`src/rtl/lot_access_controller.sv`:
```
// ---------------------------------------------------------------------------
// lot_access_controller
//
// Controls the shared single lane of a car park. Entry and exit gates take
// turns on the lane: a gate opens on request, the FSM waits for the photo-sensor
// "done" pulse, updates the car count and returns to IDLE. When both sides
// want the lane at the same time, grants alternate between them.
//
// Optional feature (macro LOT_GATE_TIMEOUT_EN): a 16-bit gate timer closes a
// gate that has stayed open GATE_TIMEOUT cycles without a done pulse and
// pulses timeout_err. Without the macro the timer is absent, a gate waits
// indefinitely for its done pulse and timeout_err is tied low.
//
// Parameters
//   CAPACITY      maximum cars admitted (1..31)
//   GATE_TIMEOUT  cycles a gate may stay open without completion (1..65535)
//
// Ports
//   clk          sole clock, rising edge
//   reset        synchronous, active-high reset
//   enter_req    pulse: car waiting at the entry gate
//   exit_req     pulse: car waiting at the exit gate
//   enter_done   pulse: car fully through the entry gate
//   exit_done    pulse: car fully through the exit gate
//   gate_in      entry gate open command (registered)
//   gate_out     exit gate open command (registered)
//   occupancy    current car count (registered)
//   full         occupancy == CAPACITY
//   empty        occupancy == 0
//   timeout_err  one-cycle pulse when a gate closes on timeout
// ---------------------------------------------------------------------------
module lot_access_controller #(
  parameter int CAPACITY     = 25,
  parameter int GATE_TIMEOUT = 250
) (
  input  logic       clk,
  input  logic       reset,
  input  logic       enter_req,
  input  logic       exit_req,
  input  logic       enter_done,
  input  logic       exit_done,
  output logic       gate_in,
  output logic       gate_out,
  output logic [4:0] occupancy,
  output logic       full,
  output logic       empty,
  output logic       timeout_err
);

  typedef enum logic [1:0] {IDLE, OPEN_IN, OPEN_OUT} state_t;

  localparam logic [4:0] CAP = 5'(CAPACITY);

  state_t state;
  logic   pend_in;
  logic   pend_out;
  logic   last_in;     // last grant went to the entry side

  logic   want_in;
  logic   want_out;
  logic   elig_in;
  logic   elig_out;
  logic   grant_in;
  logic   grant_out;
  logic   expired;

  assign full  = (occupancy == CAP);
  assign empty = (occupancy == 5'd0);

  // A request pulse in the grant cycle counts as already pending, so it is
  // absorbed by the grant instead of leaving a stale flag behind.
  assign want_in  = pend_in  | enter_req;
  assign want_out = pend_out | exit_req;

  assign elig_in  = (state == IDLE) & want_in  & ~full;
  assign elig_out = (state == IDLE) & want_out & ~empty;

  // Round-robin: on contention the side not granted last wins.
  assign grant_out = elig_out & (~elig_in | last_in);
  assign grant_in  = elig_in & ~grant_out;

`ifdef LOT_GATE_TIMEOUT_EN
  localparam logic [15:0] TIMER_LAST = 16'(GATE_TIMEOUT - 1);
  logic [15:0] timer;
  assign expired = (timer == TIMER_LAST);
`else
  assign expired     = 1'b0;
  assign timeout_err = 1'b0;
`endif

  // NOTE: all state is updated with non-blocking assignments so every register
  // samples the pre-edge values of its neighbours, independent of statement order.
  always_ff @(posedge clk) begin
    if (reset) begin
      state     <= IDLE;
      gate_in   <= 1'b0;
      gate_out  <= 1'b0;
      occupancy <= 5'd0;
      pend_in   <= 1'b0;
      pend_out  <= 1'b0;
      last_in   <= 1'b1;
`ifdef LOT_GATE_TIMEOUT_EN
      timer       <= 16'd0;
      timeout_err <= 1'b0;
`endif
    end else begin
      pend_in  <= want_in  & ~grant_in;
      pend_out <= want_out & ~grant_out;
`ifdef LOT_GATE_TIMEOUT_EN
      timeout_err <= 1'b0;
`endif
      case (state)
        IDLE: begin
          if (grant_out) begin
            state    <= OPEN_OUT;
            gate_out <= 1'b1;
            last_in  <= 1'b0;
`ifdef LOT_GATE_TIMEOUT_EN
            timer    <= 16'd0;
`endif
          end else if (grant_in) begin
            state   <= OPEN_IN;
            gate_in <= 1'b1;
            last_in <= 1'b1;
`ifdef LOT_GATE_TIMEOUT_EN
            timer   <= 16'd0;
`endif
          end
        end

        OPEN_IN: begin
          // A done pulse in the expiry cycle wins over the timeout.
          if (enter_done) begin
            if (!full) occupancy <= occupancy + 5'd1;
            gate_in <= 1'b0;
            state   <= IDLE;
          end else if (expired) begin
            gate_in <= 1'b0;
            state   <= IDLE;
`ifdef LOT_GATE_TIMEOUT_EN
            timeout_err <= 1'b1;
`endif
          end
`ifdef LOT_GATE_TIMEOUT_EN
          timer <= timer + 16'd1;
`endif
        end

        OPEN_OUT: begin
          if (exit_done) begin
            if (!empty) occupancy <= occupancy - 5'd1;
            gate_out <= 1'b0;
            state    <= IDLE;
          end else if (expired) begin
            gate_out <= 1'b0;
            state    <= IDLE;
`ifdef LOT_GATE_TIMEOUT_EN
            timeout_err <= 1'b1;
`endif
          end
`ifdef LOT_GATE_TIMEOUT_EN
          timer <= timer + 16'd1;
`endif
        end

        default: begin
          state    <= IDLE;
          gate_in  <= 1'b0;
          gate_out <= 1'b0;
        end
      endcase
    end
  end

endmodule

```
`config.mk`:
```
export PLATFORM = sky130hd
export DESIGN_NAME = lot_access_controller
export DESIGN_NICKNAME = d
export VERILOG_FILES = /design/src/rtl/lot_access_controller.sv
export SDC_FILE = /design/constraint.sdc
export NUM_CORES = 1
export LEC_CHECK = 0
export BUFFER_PORTS_ARGS = -buffer_cell sky130_fd_sc_hd__buf_2
export CAP_MARGIN = 40
export CORE_MARGIN = 4
export CORE_UTILIZATION = 40
export CTS_BUF_LIST = sky130_fd_sc_hd__clkbuf_4 sky130_fd_sc_hd__clkbuf_8
export DETAILED_ROUTE_END_ITERATION = 10
export GPL_TIMING_DRIVEN = 0
export SYNTH_ARGS = -nofsm -noshare
export SYNTH_HDL_FRONTEND = slang
export SYNTH_SLANG_ARGS = --single-unit
```
`constraint.sdc`:
```
create_clock -name clk -period 4.8 [get_ports clk]
set_input_delay 0.24 -clock clk [delete_from_list [all_inputs] [get_ports clk]]
set_output_delay 0.24 -clock clk [all_outputs]
set_load 0.01 [all_outputs]
```
Word-level counts from Yosys, hierarchy flattened
Index checks and enable logic that the tools add are counted.
{ "totals": {"reg_bits": 12, "input_bits": 6, "output_inout_bits": 10, "wordCells": 65} }
{ "classes": {"add_sub_neg": 2, "eq_ne": 11, "n_mux": 18, "bitwise_logic": 18, "n_reduce_logical": 9} }
{ "ops": {"columns": ["cell", "n"], "rows": [
  ["5-bit 2-to-1 mux", 4],
  ["2-bit != test (second input constant)", 7],
  ["5-bit case mux with 2 select lines", 1],
  ["1-bit bitwise AND", 8],
  ["2-bit 2-to-1 mux", 4],
  ["1-bit NOT", 7],
  ["1-bit 2-to-1 mux", 6],
  ["1-bit case mux with 3 select lines", 2],
  ["2-bit case mux with 3 select lines", 1],
  ["3-bit AND reduction", 2],
  ["5-bit by 1-bit adder with 5-bit output (second input constant)", 1],
  ["5-bit == test (second input constant)", 1],
  ["5-bit logical NOT", 1],
  ["5-bit AND reduction", 1],
  ["5-bit by 1-bit subtractor with 5-bit output (second input constant)", 1],
  ["4-bit AND reduction", 1],
  ["2-bit nonzero test", 2],
  ["3-bit != test (second input constant)", 1],
  ["1-bit bitwise OR", 3],
  ["2-bit by 1-bit == test with 1-bit output (second input constant)", 1],
  ["2-bit == test (second input constant)", 1],
  ["2-bit logical NOT", 1],
  ["2-bit AND reduction", 1]
]} }

Logic depth before layout (Yosys ltp)
Gate-level depths: netlist (run 1).
{ "depth": {"depth_word": 11, "ltp_mapped": 9, "ltp_nobuf": 8} }

Worst setup path after synthesis (run 1)
No wires, ideal clock.
{ "synth_path": {"kind": "register -> register", "start": "register state[0]", "end": "register occupancy[4]", "setup_time_ns": 0.071, "arrival_time_ns": 1.885, "required_time_ns": 4.729, "setup_slack_ns": 2.843, "stages_incl_launch_ff": 10, "n_path_buf": 1, "period_less_slack_ns": 1.957, "cell_sequence": "dfxtp_1 and2b_1 clkbuf_4 inv_1 fa_1 nand2b_1 a21oi_1 xnor2_1 or3_1 a21oi_1"} }
{ "synth_between": {"elab_chain_cells": 3, "elab_cells_between_ends": 9, "classes_between": "6 x eq/ne; 1 x mux; 2 x reduce/logical"} }
{ "synth_lines": {"columns": ["item", "line", "source"], "rows": [
  ["start, declared", "54", "state_t state;"],
  ["start signal, assigned", "95", "state <= IDLE;"],
  ["start signal, assigned", "115", "state <= OPEN_OUT;"],
  ["start signal, assigned", "122", "state <= OPEN_IN;"],
  ["2-bit == test / 2-bit by 1-bit == test with 1-bit output (equally long branches)", "112", "case (state)"],
  ["2-bit != test (no line) / 2-bit nonzero test (equally long branches)", null, null],
  ["5-bit AND reduction (no line)", null, null],
  ["end signal, assigned", "134", "if (!full) occupancy <= occupancy + 5'd1;"],
  ["end signal, assigned", "151", "if (!empty) occupancy <= occupancy - 5'd1;"],
  ["end, declared", "44", "output logic [4:0] occupancy,"]
]} }
Several ways; a longest one is shown, not always the timed one.
A chain may end at the register's enable or synchronous reset.

Worst setup path in the final report (run 1)
Ends and elaborated chain as after synthesis.

==> results.ini, run 1 <==
[sta]
hold_violations = 0
fmax_ghz = 0.473
min_period_ps = 2110
period_share_pct = 44.0
tightest_slew_ps = 505
fin_tns_setup_ps = 0
slew-limit-headroom_pct = 66.3
setup_violations = 0
drv_slew = 0
clock_skew_ps = 0.939
grt_setup_unrepaired = false

[setup_path]
cpMostUsedCell = a21oi_1
cp-start-kind = flop
required_ps = 5000
cp_slowest_cell = fa_1
crit_type = reg2reg
end_kind = flop
path_cells = and2b_1, clkbuf_4, inv_1, fa_1, nand2b_1, a21oi_1, xnor2_1, or3_1, a21oi_1
r2r-end = occupancy[4]
path_max_fanout = 7
slowest_delay_ps = 400
r2r-start = state[0]
r2r_cells = 9
ff2ff_setup_slack_ps = 2690
crit_arrival_ps = 2310

[grt]
gr-max-usage-layer = met2
track_usage_pct = 11.7
grt_use_met3_pct = 6.93
grt_pass1_wl_um = 2170
grt_overflow_total = 0
use_met2_pct = 16.3
grt_pass1_vias = 516
grt_max_degree = 11
antenna_found_initial = 0
grtUsageMet1_pct = 14.6

[power]
pwr-share-seq_pct = 40.8
power_density_mw_per_mm2 = 412
p_comb_share_pct = 41.5
swShare_pct = 36.4
clkPwrFrac_pct = 17.7
irDropWorstVdd_uv = 182
p_leak_uw = 0.000363
p_int_uw = 213
p_sw_uw = 122

[placement]
gp_congestion = 0.766
dp_cells = 107
io_buffers = 14
dp_hpwl_um = 1000
place_area_sq_um = 791

[synth]
synth_area_sq_um = 701
syn_avg_cell_area_sq_um = 9.10
ys_ff_latch = 12
yosys-top-cells-area = dfxtp_1 34%, a21oi_1 5.7%, ha_1 5.4%
synthCells = 77
yosys.area.top_type_share_pct = 34.3
yosys_warnings = 0
synth.largest_area_cell = dfxtp_1
synth_seq_area_share_pct = 34.3
synth_cell_types = 33
syn-num-nets = 87

[floorplan]
core_sq_mm = 0.00158
fp.dieH_um = 49.9
fp.dieW_um = 49.9
start_util_pct = 44.4
placementRows = 14
ios = 16
die-area_sq_mm = 0.00249

[clock_tree]
clock_latency_ps = 270
cts_tree = done
clockBufferDepth = 2
cts-resized-gates = 0
post_cts_buffers = 0
htreeDepth = 1
clk_pin_slew_ps = 70
cts_buffers = 3
cts_num_sinks = 12
cts_root_buffer = clkbuf_4
holdBufCountCts = 0

[drt]
vias_per_cell = 5.12
routedWlPerCell_um = 11.5
first_pass_iters = 4
drtAntennaViolNets = 0
dr.first_iter.drc_count = 5
remaining_drc_errors = 0
wl_um = 1260
num_vias = 563

[final_layout]
final_cell_mix = 14 x buf_2, 12 x dfxtp_1, 8 x nor2_1, 8 x a21oi_1, 5 x inv_1
area_growth_pct = 16.1
instances_no_fill = 110
fin_area_sq_um = 813
nets = 106
layout_commonest_cell = buf_2
fin_util_pct = 51.6
diodes = 0
post_route_cells_drive_above_1_share_pct = 29.8

[worst_hold_path]
holdPathStages = 2
whs_endpoint = pend_in
hold_start = reset
hp-class = in2reg

[status]
status = completed

[run]
max_cap_violations = 0

-- worst max-delay path: cells and delay by family (launching register included) --
| family | cells | cell delay (ps) |
|---|---|---|
| flops | 1 | 350 |
| compound gates | 2 | 300 |
| fa+ha+maj | 1 | 400 |
| simple gates | 3 | 660 |
| xor+xnor | 1 | 90 |
| buf+inv | 2 | 240 |
-- area by class of cell --
class	instances	area [sq um]
multi-input combinational	57	423
buffer	3	18.8
tap	16	20.0
fill	156	763
clock buffer	3	22.5
inverter	5	18.8
timing repair buffer	14	70.1
sequential	12	240
-- cells in the mapped netlist (all sizes together) --
master / count
a21oi: 8
nor3b: 1
nand3b: 1
clkbuf: 2
o21ai: 4
nand2: 3
a21o: 1
nor2: 8
inv: 5
and2b: 1
buf: 1
or2: 1
nand2b: 3
and2: 1
o22a: 1
conb: 1
ha: 3
mux2i: 2
a211oi: 4
nor3: 3
xnor2: 4
o21a: 1
and3: 1
a31oi: 1
fa: 1
nor2b: 1
or3: 2
dfxtp: 12
-- registers in the layout, summed over array words and instances (netlist names) --
register	cells
occupancy	5
state	2
gate_in	1
gate_out	1
last_in	1
pend_in	1
pend_out	1
-- stage by stage --
| step | hold WS (ps) | setup WS [ps] | total power, uW |
|---|---|---|---|
| 2_1_floorplan | 318 | 2840 | 245 |
| 3_3_place_gp | 431 | 2720 | 277 |
| 3_5_place_dp | 431 | 2700 | 279 |
| 4_1_cts | 142 | 2680 | 340 |
| 5_1_grt | 130 | 2500 | 365 |
| 6_report | 148 | 2690 | 335 |
-- power by group through the flow --
stage / Clock (uW) / Combinational [uW] / Sequential [uW]
floorplan: 0 / 104 / 141
global placement: 0 / 138 / 139
detailed placement: 0 / 140 / 139
CTS: 62.9 / 141 / 137
global route: 69.2 / 156 / 140
finish: 59.2 / 139 / 137
-- metal layers --
| layer | vias to the layer above | share of wire [%] | wire length [um] |
|---|---|---|---|
| met5 | - | 0 | 0 |
| met4 | 0 | 1.0 | 13 |
| met3 | 2 | 7.7 | 97 |
| met2 | 15 | 41 | 513 |
| met1 | 250 | 51 | 637 |
| li1 | 296 | - | - |
-- worst max-delay path by stage --
| stage | from | endpoint | slack (ps) | cells after the start |
|---|---|---|---|---|
| after global placement | state[0] | occupancy[4] | 2720 | 9 |
| after detailed placement | state[1] | occupancy[4] | 2700 | 9 |
| after CTS | state[1] | occupancy[4] | 2680 | 9 |
| after floorplan | state[0] | occupancy[4] | 2840 | 9 |
| final | state[0] | occupancy[4] | 2690 | 9 |
| after global routing | state[1] | occupancy[4] | 2500 | 9 |
-- cells by family after synthesis --
group / synth area share (%)
other: 0.535
buffers and inverters: 5.36
xor gates and xnor gates: 5.00
adders and majority gates: 8.21
AOI/OAI and AO/OA: 20.5
and+or+nand+nor: 23.2
DFF: 34.3
muxes: 2.86
Note: power is estimated with default switching activity, not from simulation.
==> inputs of run 2 (changes only) <==
==> constraint.sdc (replaced) <==
create_clock -name clk -period 1.8 [get_ports clk]
set_input_delay 0.09 -clock clk [delete_from_list [all_inputs] [get_ports clk]]
set_output_delay 0.09 -clock clk [all_outputs]
set_load 0.01 [all_outputs]
==> results.ini, run 2 (synthesized netlist as in run 1, its figures left out) <==
[status]
status = finished, violations left
violations = negative setup slack

[sta]
setup_violations = 1  ; +1
min_period_ps = 1890  ; -227 ps
fin_tns_setup_ps = -86.5  ; -86.5 ps
hold_ws_ps = 27.4  ; -120 ps
drv_slew = 0  ; unchanged
clock_skew_ps = 0.302  ; -0.637 ps
fmax_ghz = 0.530  ; +12%
slew-limit-headroom_pct = 66.5  ; +0.14 points
period_share_pct = 105  ; +61 points
setup_ws_ps = -86.5  ; -2770 ps
grt_setup_unrepaired = true
hold_violations = 0  ; unchanged
tightest_slew_ps = 503  ; -2.11 ps

[setup_path]
slowest_delay_ps = 340  ; -60 ps
path_cells = and2b_1, clkbuf_8, inv_2, fa_2, nand2b_4, a21oi_2, xnor2_1, or3_1, a21oi_2
cpMostUsedCell = a21oi_2
crit_cells = 9  ; unchanged
cp-start-kind = flop
path_delay_family = simple AND/OR/NAND/NOR gates
r2r_cells = 9  ; unchanged
crit_arrival_ps = 2090  ; -220 ps
critPathBufInv = 2  ; unchanged
cp_slowest_cell = fa_2
crit_type = reg2reg
path_max_fanout = 5  ; -2
end_kind = flop
required_ps = 2000  ; -3000 ps

[floorplan]
die-area_sq_mm = 0.00249  ; unchanged
start_util_pct = 44.4  ; unchanged
placementRows = 14  ; unchanged
fp.dieH_um = 49.9  ; unchanged
fp.dieW_um = 49.9  ; unchanged
core_sq_mm = 0.00158  ; unchanged
ios = 16  ; unchanged

[final_layout]
largest-register = occupancy
instances_no_fill = 115  ; +4.5%
largestRegisters = occupancy (5), state (2)
largest_reg_flops = 5  ; unchanged
nets = 111  ; +4.7%
diodes = 0  ; unchanged
post_route_cells_drive_above_1_share_pct = 40.4  ; +11 points
area_growth_pct = 26.2
final_cell_mix = 14 x buf_2, 10 x dfxtp_1, 8 x nor2_1
fillCellCount = 161  ; +3.2%
layout_commonest_cell = buf_2
fin_util_pct = 56.1  ; +4.5 points

[power]
irDropWorstVdd_uv = 565  ; +210%
power_density_mw_per_mm2 = 1070  ; +160%
swShare_pct = 36.2  ; -0.22 points
clkPwrFrac_pct = 16.5  ; -1.2 points
p_sw_uw = 344  ; +180%
p_leak_uw = 0.000403  ; +11%
p_int_uw = 606  ; +180%
pwr-share-seq_pct = 37.8  ; -3.0 points
p_total_uw = 949  ; +180%
p_comb_share_pct = 45.7  ; +4.2 points

[drt]
num_vias = 584  ; +3.7%
routedWlPerCell_um = 11.8  ; +2.8%
first_pass_iters = 3  ; -1
remaining_drc_errors = 0  ; unchanged
dr.first_iter.drc_count = 6  ; +1
wl_um = 1360  ; +7.5%
vias_per_cell = 5.08  ; -0.78%
drtAntennaViolNets = 0  ; unchanged

[grt]
grt_pass1_wl_um = 2500  ; +16%
grt_pass1_vias = 571  ; +11%
grt_overflow_total = 0  ; unchanged
track_usage_pct = 13.1  ; +1.4 points
grt_max_degree = 11  ; unchanged
antenna_found_initial = 0  ; unchanged

[clock_tree]
cts_root_buffer = clkbuf_4
clock_latency_ps = 260  ; about the same
clk_pin_slew_ps = 70  ; about the same
cts_buffers = 3  ; unchanged
cts_tree = done
clockBufferDepth = 2  ; unchanged
htreeDepth = 1  ; unchanged
cts_num_sinks = 12  ; unchanged

[placement]
dp_hpwl_um = 1050  ; +5.2%
dp_cells = 107  ; unchanged
gp_congestion = 0.767  ; +0.16%
io_buffers = 14  ; unchanged

[run]
max_cap_violations = 0  ; unchanged

[worst_hold_path]
hp-class = in2reg
holdPathStages = 2  ; unchanged

-- run 2: changes by cell type in the layout (fill, tap and decap cells not counted), sizes merged --
| cell | change |
|---|---|
| dlygate4sd3 | +1 |
| buf | +4 |
-- run 2: power by group through the flow --
stage	Clock [uW]	Combinational (uW)	Sequential [uW]
after detailed placement	0	391	371
after floorplan	0	288	376
after CTS	165	436	359
final	157	434	359
after global placement	0	381	370
after global routing	179	486	366
-- run 2: what timing repair did --
| action | CTS | global route |
|---|---|---|
| gates resized for setup | 3 | 2 |
| pin swaps | 0 | 1 |
| buffers inserted | 4 | 0 |
| endpoints found under the setup margin | 1 | 3 |
| hold buffers | 1 | 0 |
| hold endpoints to repair | 1 | 0 |
-- run 2: final timing paths --
kind	slack (ps)	start	endpoint
min reg2reg	480	gate_out	gate_out
max reg2reg	-90	state[0]	occupancy[4]
max	-90	state[0]	occupancy[4]
min	30	reset	last_in
-- run 2: final cells by class --
class	count	area, sq um	area share, %
multi-input cells	57	445	50.4
flip-flops and latches	12	243	27.4
repair buffers	19	110	12.4
plain buffers	3	25.0	2.83
clock buffers	3	22.5	2.55
well taps	16	20.0	2.26
inverters	5	18.8	2.12
-- run 2: layer usage --
metal / GRT usage [%] / share of wire, % / routed length, um / vias up
met4: 1.38 / 0 / 0 / 0
met3: 5.72 / 5.5 / 75 / 0
met2: 18.9 / 43 / 582 / 16
met1: 18.3 / 51 / 696 / 256
met5: 0 / 0 / 0 / -
li1: - / - / - / 312
-- run 2: worst register-to-register path: stages, from the launching register on --
cell and delay [ps]:
dfxtp_2 320, and2b_1 190, clkbuf_8 140, inv_2 40, fa_2 340, nand2b_4 150, a21oi_2 120, xnor2_1 80
or3_1 330, a21oi_2 110
-- run 2: metrics by stage --
stage	instance area, sq um	worst slack, ps
2_1_floorplan	721	-60.7
3_3_place_gp	811	-152
3_5_place_dp	811	-185
4_1_cts	876	-113
5_1_grt	885	-202
6_report	885	-86.5
==> inputs of run 3 (changes only) <==
--- a/config.mk
+++ b/config.mk
@@ -5,12 +5,12 @@
 export SDC_FILE = /design/constraint.sdc
 export NUM_CORES = 1
 export LEC_CHECK = 0
-export BUFFER_PORTS_ARGS = -buffer_cell sky130_fd_sc_hd__buf_2
 export CAP_MARGIN = 40
 export CORE_MARGIN = 4
 export CORE_UTILIZATION = 40
 export CTS_BUF_LIST = sky130_fd_sc_hd__clkbuf_4 sky130_fd_sc_hd__clkbuf_8
 export DETAILED_ROUTE_END_ITERATION = 10
+export DONT_BUFFER_PORTS = 1
 export GPL_TIMING_DRIVEN = 0
 export SYNTH_ARGS = -nofsm -noshare
 export SYNTH_HDL_FRONTEND = slang
==> results.ini, run 3 (synthesized netlist as in run 1, its figures left out) <==
[drt]
first_pass_iters = 4  ; +1
routedWlPerCell_um = 12.9  ; +9.4%
wl_met1_um = 639  ; -8.2%
num_vias = 552  ; -5.5%
routed.top_layer = met4
vias_per_cell = 5.26  ; +3.5%
wl_um = 1350  ; about the same
remaining_drc_errors = 0  ; unchanged
wl_met2_um = 550  ; -5.5%
dr.first_iter.drc_count = 3  ; -3
dr_wl_met3_um = 140  ; +87%
drtAntennaViolNets = 0  ; unchanged

[final_layout]
nets = 100  ; -9.9%
diodes = 0  ; unchanged
final_cell_mix = 9 x dfxtp_1, 7 x nor2_1, 6 x a21oi_1, 6 x buf_4
instances_no_fill = 105  ; -8.7%
largest_reg_flops = 5  ; unchanged
fillCellCount = 150  ; -6.8%
post_route_cells_drive_above_1_share_pct = 33.7  ; -6.7 points
area_growth_pct = 24.3
largest-register = occupancy
largestRegisters = occupancy (5), state (2)
fin_util_pct = 55.2  ; -0.87 points
multi_input_comb_area_sq_um = 455  ; +2.2%
regArea_sq_um = 244  ; +0.52%
layout_commonest_cell = dfxtp_1

[sta]
min_period_ps = 1890  ; +3.64 ps
tightest_slew_ps = 536  ; +33.4 ps
setup_violations = 1  ; unchanged
period_share_pct = 105  ; +0.20 points
slew-limit-headroom_pct = 64.2  ; -2.2 points
clock_skew_ps = 7.64  ; +7.34 ps
drv_slew = 0  ; unchanged
setup_ws_ps = -90.1  ; -3.64 ps
grt_setup_unrepaired = true
fmax_ghz = 0.529  ; -0.19%
hold_violations = 0  ; unchanged

[status]
status = finished, violations left
violations = negative setup slack

[setup_path]
required_ps = 2020  ; +20 ps
path_cells = and2b_1, buf_8, inv_4, fa_2, nand2b_4, a21oi_2, xnor2_1, or3_1, a21oi_2
crit_type = reg2reg
cp-start-kind = flop
critPathBufInv = 2  ; unchanged
crit_arrival_ps = 2110  ; +20 ps
cpMostUsedCell = a21oi_2
end_kind = flop
cp_slowest_cell = or3_1
path_max_fanout = 5  ; unchanged
path_delay_family = simple AND/OR/NAND/NOR gates
slowest_delay_ps = 360  ; +20 ps

[grt]
grt_pass1_vias = 515  ; -9.8%
track_usage_pct = 12.2  ; -0.86 points
antenna_found_initial = 0  ; unchanged
grt_max_degree = 11  ; unchanged
grt_overflow_total = 0  ; unchanged
grt_pass1_wl_um = 2240  ; -10%

[floorplan]
fp.dieW_um = 49.9  ; unchanged
core_sq_mm = 0.00158  ; unchanged
die-area_sq_mm = 0.00249  ; unchanged
placementRows = 14  ; unchanged
fp.dieH_um = 49.9  ; unchanged
ios = 16  ; unchanged
start_util_pct = 44.4  ; unchanged

[placement]
gp_congestion = 0.797  ; +3.9%
dp_hpwl_um = 980  ; -6.8%
dp_cells = 93  ; -13%
io_buffers = 0  ; -14

[power]
p_sw_uw = 345  ; +0.45%
p_leak_uw = 0.000355  ; -12%
irDropWorstVdd_uv = 665  ; +18%
p_total_uw = 978  ; +3.0%
power_density_mw_per_mm2 = 1120  ; +4.6%
p_int_uw = 633  ; +4.5%
pwr-share-seq_pct = 38.8  ; +1.0 points
p_comb_share_pct = 39.4  ; -6.3 points
clkPwrFrac_pct = 21.8  ; +5.3 points
swShare_pct = 35.3  ; -0.90 points

[clock_tree]
cts_num_sinks = 12  ; unchanged
cts_tree = done
clock_latency_ps = 280  ; +20 ps
clockBufferDepth = 2  ; unchanged
clk_pin_slew_ps = 80  ; about the same
cts_root_buffer = clkbuf_4
cts_buffers = 3  ; unchanged
htreeDepth = 1  ; unchanged

[run]
max_cap_violations = 0  ; unchanged

[worst_hold_path]
hp-class = in2reg

run 3: power groups by stage:
stage                     Clock [uW]  Combinational, uW  Sequential (uW)
after CTS                        221                374              380
after detailed placement           0                332              389
final                            213                385              380
after floorplan                    0                288              376
after global routing             232                426              390
after global placement             0                325              389
run 3: worst paths after layout:
kind	depth (start not counted)	startpoint	slack (ps)	endpoint
max	9	state[0]	-90	occupancy[4]
min	2	exit_req	40	pend_out
max reg2reg	9	state[0]	-90	occupancy[4]
min reg2reg	1	state[1]	430	state[0]
run 3: metrics by stage:
stage	instance area [sq um]	hold slack, ps	setup WS, ps	setup TNS [ps]
4_1_cts	842	31.0	-109	-109
2_1_floorplan	721	168	-60.7	-60.7
3_3_place_gp	741	170	-153	-153
6_report	871	44.2	-90.1	-90.1
5_1_grt	871	33.5	-193	-193
3_5_place_dp	741	171	-165	-165
run 3: cell type report:
type / instances / share of cell area [%]
multi-input cells: 57 / 52.3
flip-flops and latches: 12 / 28.0
repair buffers: 8 / 7.76
clock buffers: 4 / 4.17
plain buffers: 3 / 3.02
inverters: 5 / 2.44
well taps: 16 / 2.30
run 3: layer usage:
metal	global-route usage (%)	vias up
met4	5.53	0
met2	15.2	17
met3	8.13	4
met1	15.8	245
met5	0	-
li1	-	286
run 3: repair_timing:
action / CTS / global route
hold endpoints to repair: 4 / 0
pin swaps: 4 / 4
endpoints found under the setup margin: 1 / 1
gates resized for setup: 4 / 5
setup buffers: 4 / 1
hold buffers: 3 / 0
